==> src/rtl/tl_pkg.sv <==
// Shared definitions for the traffic light controller: light encodings, car count width
// and the sensor debounce state encoding.
package tl_pkg;

    localparam logic [1:0] LIGHT_OFF    = 2'b00;
    localparam logic [1:0] LIGHT_RED    = 2'b01;
    localparam logic [1:0] LIGHT_YELLOW = 2'b10;
    localparam logic [1:0] LIGHT_GREEN  = 2'b11;

    localparam int unsigned CAR_CNT_W = 8;

    typedef logic [1:0] db_state_t;

    localparam db_state_t DB_LOW      = 2'd0;
    localparam db_state_t DB_RISE_CHK = 2'd1;
    localparam db_state_t DB_HIGH     = 2'd2;
    localparam db_state_t DB_FALL_CHK = 2'd3;

endpackage

==> src/rtl/sensor_debounce.sv <==
// Two-flop synchroniser plus debounce FSM for one raw loop sensor; emits a single-cycle
// event when a rising level has been stable for DEBOUNCE_CYCLES synchronised samples.
module sensor_debounce
    import tl_pkg::*;
#(
    parameter int unsigned DEBOUNCE_CYCLES = 4
) (
    input  logic clk,
    input  logic rst,
    input  logic raw,
    output logic evt
);

    localparam logic [3:0] RunLast = 4'(DEBOUNCE_CYCLES - 1);

    logic       sync1_q, sync2_q;
    db_state_t  state_q, state_d;
    logic [3:0] run_q, run_d;
    logic       evt_q, evt_d;

    always_comb begin
        state_d = state_q;
        run_d   = run_q;
        evt_d   = 1'b0;
        case (state_q)
            DB_LOW: begin
                if (sync2_q) begin
                    state_d = DB_RISE_CHK;
                    run_d   = 4'd1;
                end
            end
            DB_RISE_CHK: begin
                if (!sync2_q) begin
                    state_d = DB_LOW;
                end else if (run_q >= RunLast) begin
                    state_d = DB_HIGH;
                    evt_d   = 1'b1;
                end else begin
                    run_d = run_q + 4'd1;
                end
            end
            DB_HIGH: begin
                if (!sync2_q) begin
                    state_d = DB_FALL_CHK;
                    run_d   = 4'd1;
                end
            end
            DB_FALL_CHK: begin
                if (sync2_q) begin
                    state_d = DB_HIGH;
                end else if (run_q >= RunLast) begin
                    state_d = DB_LOW;
                end else begin
                    run_d = run_q + 4'd1;
                end
            end
            default: state_d = DB_LOW;
        endcase
    end

    always_ff @(posedge clk) begin
        if (rst) begin
            sync1_q <= 1'b0;
            sync2_q <= 1'b0;
            state_q <= DB_LOW;
            run_q   <= 4'd0;
            evt_q   <= 1'b0;
        end else begin
            sync1_q <= raw;
            sync2_q <= sync1_q;
            state_q <= state_d;
            run_q   <= run_d;
            evt_q   <= evt_d;
        end
    end

    assign evt = evt_q;

endmodule

==> src/rtl/sr_car_counter.sv <==
// Secondary-road queue counter: debounced arrival/departure events drive a saturating
// up/down count, with departures only honoured while the secondary light is yellow/green.
module sr_car_counter
    import tl_pkg::*;
#(
    parameter int unsigned DEBOUNCE_CYCLES = 4,
    parameter int unsigned CNT_MAX         = 255
) (
    input  logic                 clk,
    input  logic                 rst,
    input  logic                 arr_sensor,
    input  logic                 dep_sensor,
    input  logic [1:0]           SR_ctl,
    output logic [CAR_CNT_W-1:0] MR_cars,
    output logic                 cnt_full,
    output logic                 cnt_err
);

    localparam logic [CAR_CNT_W-1:0] CntMax = CAR_CNT_W'(CNT_MAX);

    logic                 arr_evt, dep_evt, dep_ok;
    logic [CAR_CNT_W-1:0] cnt_q, cnt_d;
    logic                 full_q, full_d;
    logic                 err_q, err_d;

    sensor_debounce #(
        .DEBOUNCE_CYCLES(DEBOUNCE_CYCLES)
    ) u_arr_debounce (
        .clk(clk),
        .rst(rst),
        .raw(arr_sensor),
        .evt(arr_evt)
    );

    sensor_debounce #(
        .DEBOUNCE_CYCLES(DEBOUNCE_CYCLES)
    ) u_dep_debounce (
        .clk(clk),
        .rst(rst),
        .raw(dep_sensor),
        .evt(dep_evt)
    );

    assign dep_ok = dep_evt & ((SR_ctl == LIGHT_GREEN) | (SR_ctl == LIGHT_YELLOW));

    always_comb begin
        cnt_d = cnt_q;
        err_d = 1'b0;
        if (arr_evt && dep_ok) begin
            cnt_d = cnt_q;
        end else if (arr_evt) begin
            if (cnt_q < CntMax) begin
                cnt_d = cnt_q + 1'b1;
            end
            // A departure seen on red/off alongside an arrival is still flagged.
            err_d = dep_evt;
        end else if (dep_ok) begin
            if (cnt_q > '0) begin
                cnt_d = cnt_q - 1'b1;
            end else begin
                err_d = 1'b1;
            end
        end else if (dep_evt) begin
            err_d = 1'b1;
        end
        full_d = (cnt_d == CntMax);
    end

    always_ff @(posedge clk) begin
        if (rst) begin
            cnt_q  <= '0;
            full_q <= 1'b0;
            err_q  <= 1'b0;
        end else begin
            cnt_q  <= cnt_d;
            full_q <= full_d;
            err_q  <= err_d;
        end
    end

    assign MR_cars  = cnt_q;
    assign cnt_full = full_q;
    assign cnt_err  = err_q;

endmodule

==> config.mk <==
export PLATFORM = sky130hd
export DESIGN_NAME = sr_car_counter
export DESIGN_NICKNAME = d
export VERILOG_FILES = /design/src/rtl/tl_pkg.sv /design/src/rtl/sensor_debounce.sv /design/src/rtl/sr_car_counter.sv
export SDC_FILE = /design/constraint.sdc
export NUM_CORES = 1
export LEC_CHECK = 0
export BUFFER_PORTS_ARGS = -buffer_cell sky130_fd_sc_hd__clkbuf_2
export CORE_ASPECT_RATIO = 1.75
export CORE_MARGIN = 5
export CORE_UTILIZATION = 37
export CTS_CLUSTER_DIAMETER = 80
export DETAILED_ROUTE_END_ITERATION = 7
export HOLD_SLACK_MARGIN = 0.03
export PLACE_DENSITY = 0.62
export SYNTH_ARGS = -nofsm -noshare
export SYNTH_HDL_FRONTEND = slang
export SYNTH_HIERARCHICAL = 1
export SYNTH_SLANG_ARGS = --single-unit
export TNS_END_PERCENT = 20
==> constraint.sdc <==
create_clock -name clk -period 3 [get_ports clk]
set_clock_uncertainty 0.15 [all_clocks]
set_input_delay 0.15 -clock clk [delete_from_list [all_inputs] [get_ports clk]]
set_output_delay 0.15 -clock clk [all_outputs]
set_load 0.005 [all_outputs]
# Yosys cells after proc, flatten, opt, wreduce, memory -nomap -nowiden
# Cells that the tools add are included.
# word_totals
ff_bits,28
latch_bits,0
mem_bits_rw,0
rom_bits,0
output_inout_bits,10
n_memories,0
# op_classes
addsub,4
n_mul,0
div_mod_pow,0
n_lt_le_gt_ge,4
eq_ne,21
shift,0
muxes,37
n_bitwise,6
reduce_logical,10
# op_table
cell,n
4-bit 2-to-1 mux,10
8-bit 2-to-1 mux,5
4-bit one-hot mux with 4 select lines,2
2-bit 2-to-1 mux,12
2-bit one-hot mux with 4 select lines,2
4-bit AND reduction,4
"2-bit == test, second input constant",6
"4-bit by 1-bit adder with 4-bit output, second input constant",2
"8-bit by 1-bit adder with 8-bit output, second input constant",1
"8-bit == test, second input constant",1
"4-bit by 2-bit greater-or-equal comparator with 1-bit output, second input constant",2
"8-bit by 1-bit greater-than comparator with 1-bit output, second input constant",1
"8-bit less-than comparator, second input constant",1
"2-bit by 1-bit != test with 1-bit output, second input constant",4
"2-bit != test, second input constant",4
"8-bit by 1-bit subtractor with 8-bit output, second input constant",1
1-bit 2-to-1 mux,6
"3-bit by 1-bit != test with 1-bit output, second input constant",2
"3-bit != test, second input constant",2
3-bit OR reduction,2
"2-bit by 1-bit == test with 1-bit output, second input constant",2
2-bit zero test,2
1-bit NOT,4
2-bit OR reduction,1
other kinds (3),3

# Depth between registers and ports, before layout
# logic_depth
word_depth,7
depth_mapped,7

# Modules after synthesis
# Netlist, hierarchy kept.
# modules_own_cells
mod,instances,cells_each,area_each_um2,seq_area_each_um2
sr_car_counter,1,107,868.3,200.2
sensor_debounce,2,32,340.3,180.2

# Worst setup path after synthesis
# Ideal clock, no wire load.
# synth_timing
path_type,register -> register
start,reg cnt_q[1] (netlist: MR_cars[1])
end,reg full_q (netlist: cnt_full)
setup_ns,0.088
arrival_ns,2.108
required_ns,2.762
path_slack_ns,0.654
stages_incl_launch_ff,8
path_buffers,0
synth_period_minus_slack_ns,2.346
cell_sequence,dfxtp_1 > inv_1 > ha_1 > or3b_2 > or2_4 > a2111oi_4 > o32ai_1 > nor4_2
# synth_via
elab_chain_len,6
# synth_rtl
item,line,text
"start, declared",sr_car_counter.sv:22,"logic [CAR_CNT_W-1:0] cnt_q, cnt_d;"
"start signal, assigned",sr_car_counter.sv:75,cnt_q <= cnt_d;
8-bit by 1-bit subtractor with 8-bit output / 8-bit by 1-bit greater-than comparator with 1-bit output (equally long branches),"sr_car_counter.sv:59, sr_car_counter.sv:58",
8-bit 2-to-1 mux,sr_car_counter.sv:58,if (cnt_q > '0) begin
8-bit 2-to-1 mux,sr_car_counter.sv:57,end else if (dep_ok) begin
8-bit 2-to-1 mux,sr_car_counter.sv:51,end else if (arr_evt) begin
8-bit 2-to-1 mux (*),sr_car_counter.sv:49,if (arr_evt && dep_ok) begin
8-bit == test (*),sr_car_counter.sv:66,full_d = (cnt_d == CntMax);
"end signal, assigned",sr_car_counter.sv:76,full_q <= full_d;
"end, declared",sr_car_counter.sv:23,"logic full_q, full_d;"
# Mark *: on every way between the ends. The rest lies on a longest branch, timed or not.
# A chain may end at the register's enable or synchronous reset.

# Worst setup path in the final report
# Same ends and word-level chain as after synthesis.

==> impl_metrics.ini <==
[run]
maxCapViolCount = 0

[power_and_ir_drop]
finalPower_w = 0.000628
power.density_nw_per_um2 = 362
p_leak_nw = 0.682
ir_worst_vdd_uv = 261

[yosys]
synth_top_area_share_pct = 36.2
ys_ff_latch = 28
syn_inst = 171
synth.largest_area_cell = dfxtp_1
synthArstFlopShare_pct = 0
synth.area.top_cells = dfxtp_1 36%, ha_1 4.0%, nor2_1 3.4%
synth_common_cells = 28 x dfxtp_1, 14 x nor2_1, 10 x a21oi_1
yosysWarnings = 6
ys.flop_type = dfxtp_1
syn_avg_cell_area_um2 = 9.06
yosysMostFrequentCell = dfxtp_1
syn_area_um2 = 1550
synth_fp_nets = 182
yosysUniqueCellTypes = 52
synth-edff-count = 0
yosysSeqAreaShare_pct = 36.2

[run_status]
status = finished, final reports clean

[global_routing]
grt_use_total_pct = 13.7
grt_pass1_vias = 1305
grt_start_max_net_pins = 29
antenna_found_initial = 0
grt_pass1_wl_mm = 5.96
gr-total-overflow = 0

[placed_design]
preCtsSetupSlack_ns = 0.466
dpl.cell_count = 229
gp_congestion = 0.921
port_buffers = 14
dp_hpwl_mm = 2.71

[setup_path]
path_max_fanout = 7
worst_ep_arrival_time_ns = 2.56
cp-end-kind = register
start_kind = register
path_class = register to register
critical_path_required_ns = 3.03

[route]
vias_per_cell = 5.68
drc = 0
first_iter_violations = 72
dr.max_layer_used = met4
wirelength_mm = 3.52
vias = 1334
first_pass_iters = 4
dr_wl_met3_um = 137
wl_per_cell_um = 15.0
final_antenna_net_count = 0
wl_met2_mm = 1.89
wl_met1_mm = 1.34

[floorplan]
die_h_um = 95.6
start_util_pct = 37.7
die_area_um2 = 5630
core_area_um2 = 4110
pin_count = 16
die_w_um = 58.9
rows = 31

[timing]
clock.fmax_mhz = 396
min_period_over_period_pct = 84.1
setup_slack_ns = 0.477
slew_headroom_pct = 60.0
setup_viol = 0
fin_crit_ns = 2.52
hold_viol = 0
rsz0062_at_grt = false
worst_pin_slew_ns = 0.584
tns_ns = 0
maxSlewViolCount = 0

[finish]
insertedDiodeCount = 0
instances_no_fill = 235
largest_reg_flops = 8
post-route-util_pct = 42.2
area_delta_synth_final_pct = 12.1
fill_cells = 438
drive_above_1_share_pct = 22.0
fin_nets = 198

[clock_network]
path_clk_slew_ns = 0.09
clock_path_buffers = 2
cts-root-buf = clkbuf_8
htree_num_levels = 1
cts_hold_buf = 2
clock_sinks = 28
post_cts_resized = 0
cts_buffers = 3
cts_tree = built
clk_latency_ns = 0.27
cts_setup_buffers = 0

[min_path]
hold_class = input port to register
-- path summary, 6_finish.rpt --
check,depth (start not counted),startpoint,slack [ns],endpoint
max reg2reg,7,MR_cars[1],0.48,cnt_full
min,3,SR_ctl[1],0.12,cnt_err
min reg2reg,1,u_arr_debounce/sync1_q,0.29,u_arr_debounce/sync2_q
max,7,MR_cars[1],0.48,cnt_full
-- metrics by stage --
stage,hold WS [ns],instance area (um2)
finish,0.124,1740
global route,0.142,1740
CTS,0.125,1740
detailed placement,0.217,1660
global placement,0.210,1660
floorplan,0.0694,1550
-- where the power goes --
group	switching (W)	internal, W
combinational	0.0000123	0.0000103
sequential	0.00000347	0.000376
clock	0.000109	0.000117
total	0.000124	0.000504
-- placed cells by master (no fill, tap or decap), types with 4 or more instances in the layout --
cell	synthesis	routed
dfxtp_1	28	28
nor2_1	14	14
clkbuf_2	0	14
a21oi_1	10	10
nand2_1	8	8
inv_1	6	6
nor2b_1	6	6
and2_1	5	5
nand3_1	5	5
nor3_1	5	5
ha_1	5	5
or3_1	4	4
a211oi_1	4	4
nand4_1	4	4
clkbuf_8	0	4
-- critical path: stages, from the launching register on --
cell,delay [ns]
dfxtp_1,0.37
inv_1,0.19
ha_1,0.17
or3b_2,0.50
or2_4,0.29
a2111oi_4,0.36
o32ai_1,0.16
nor4_2,0.25
-- cell families after synthesis --
| logic type | after synthesis | share of synthesized area [%] |
|---|---|---|
| simple gates | 77 | 30.0 |
| compound gates | 44 | 24.2 |
| flops | 28 | 36.2 |
| buf+inv | 13 | 3.15 |
| fa+ha+maj | 5 | 4.04 |
| xor+xnor | 2 | 1.13 |
| mux | 2 | 1.29 |
-- routing by layer --
metal	vias up	GRT usage (%)
li1	675	-
met1	614	14.8
met2	35	24.8
met3	10	1.63
met4	0	7.75
met5	-	0
-- cell type report --
class	count	area, um2	area share, %
flip-flops and latches	28	561	32.3
multi-input cells	130	940	54.1
repair buffers	16	90.1	5.19
inverters	8	30.0	1.73
clock buffers	4	55.1	3.17
well taps	49	61.3	3.53
Note: power is estimated with default switching activity, not from simulation.
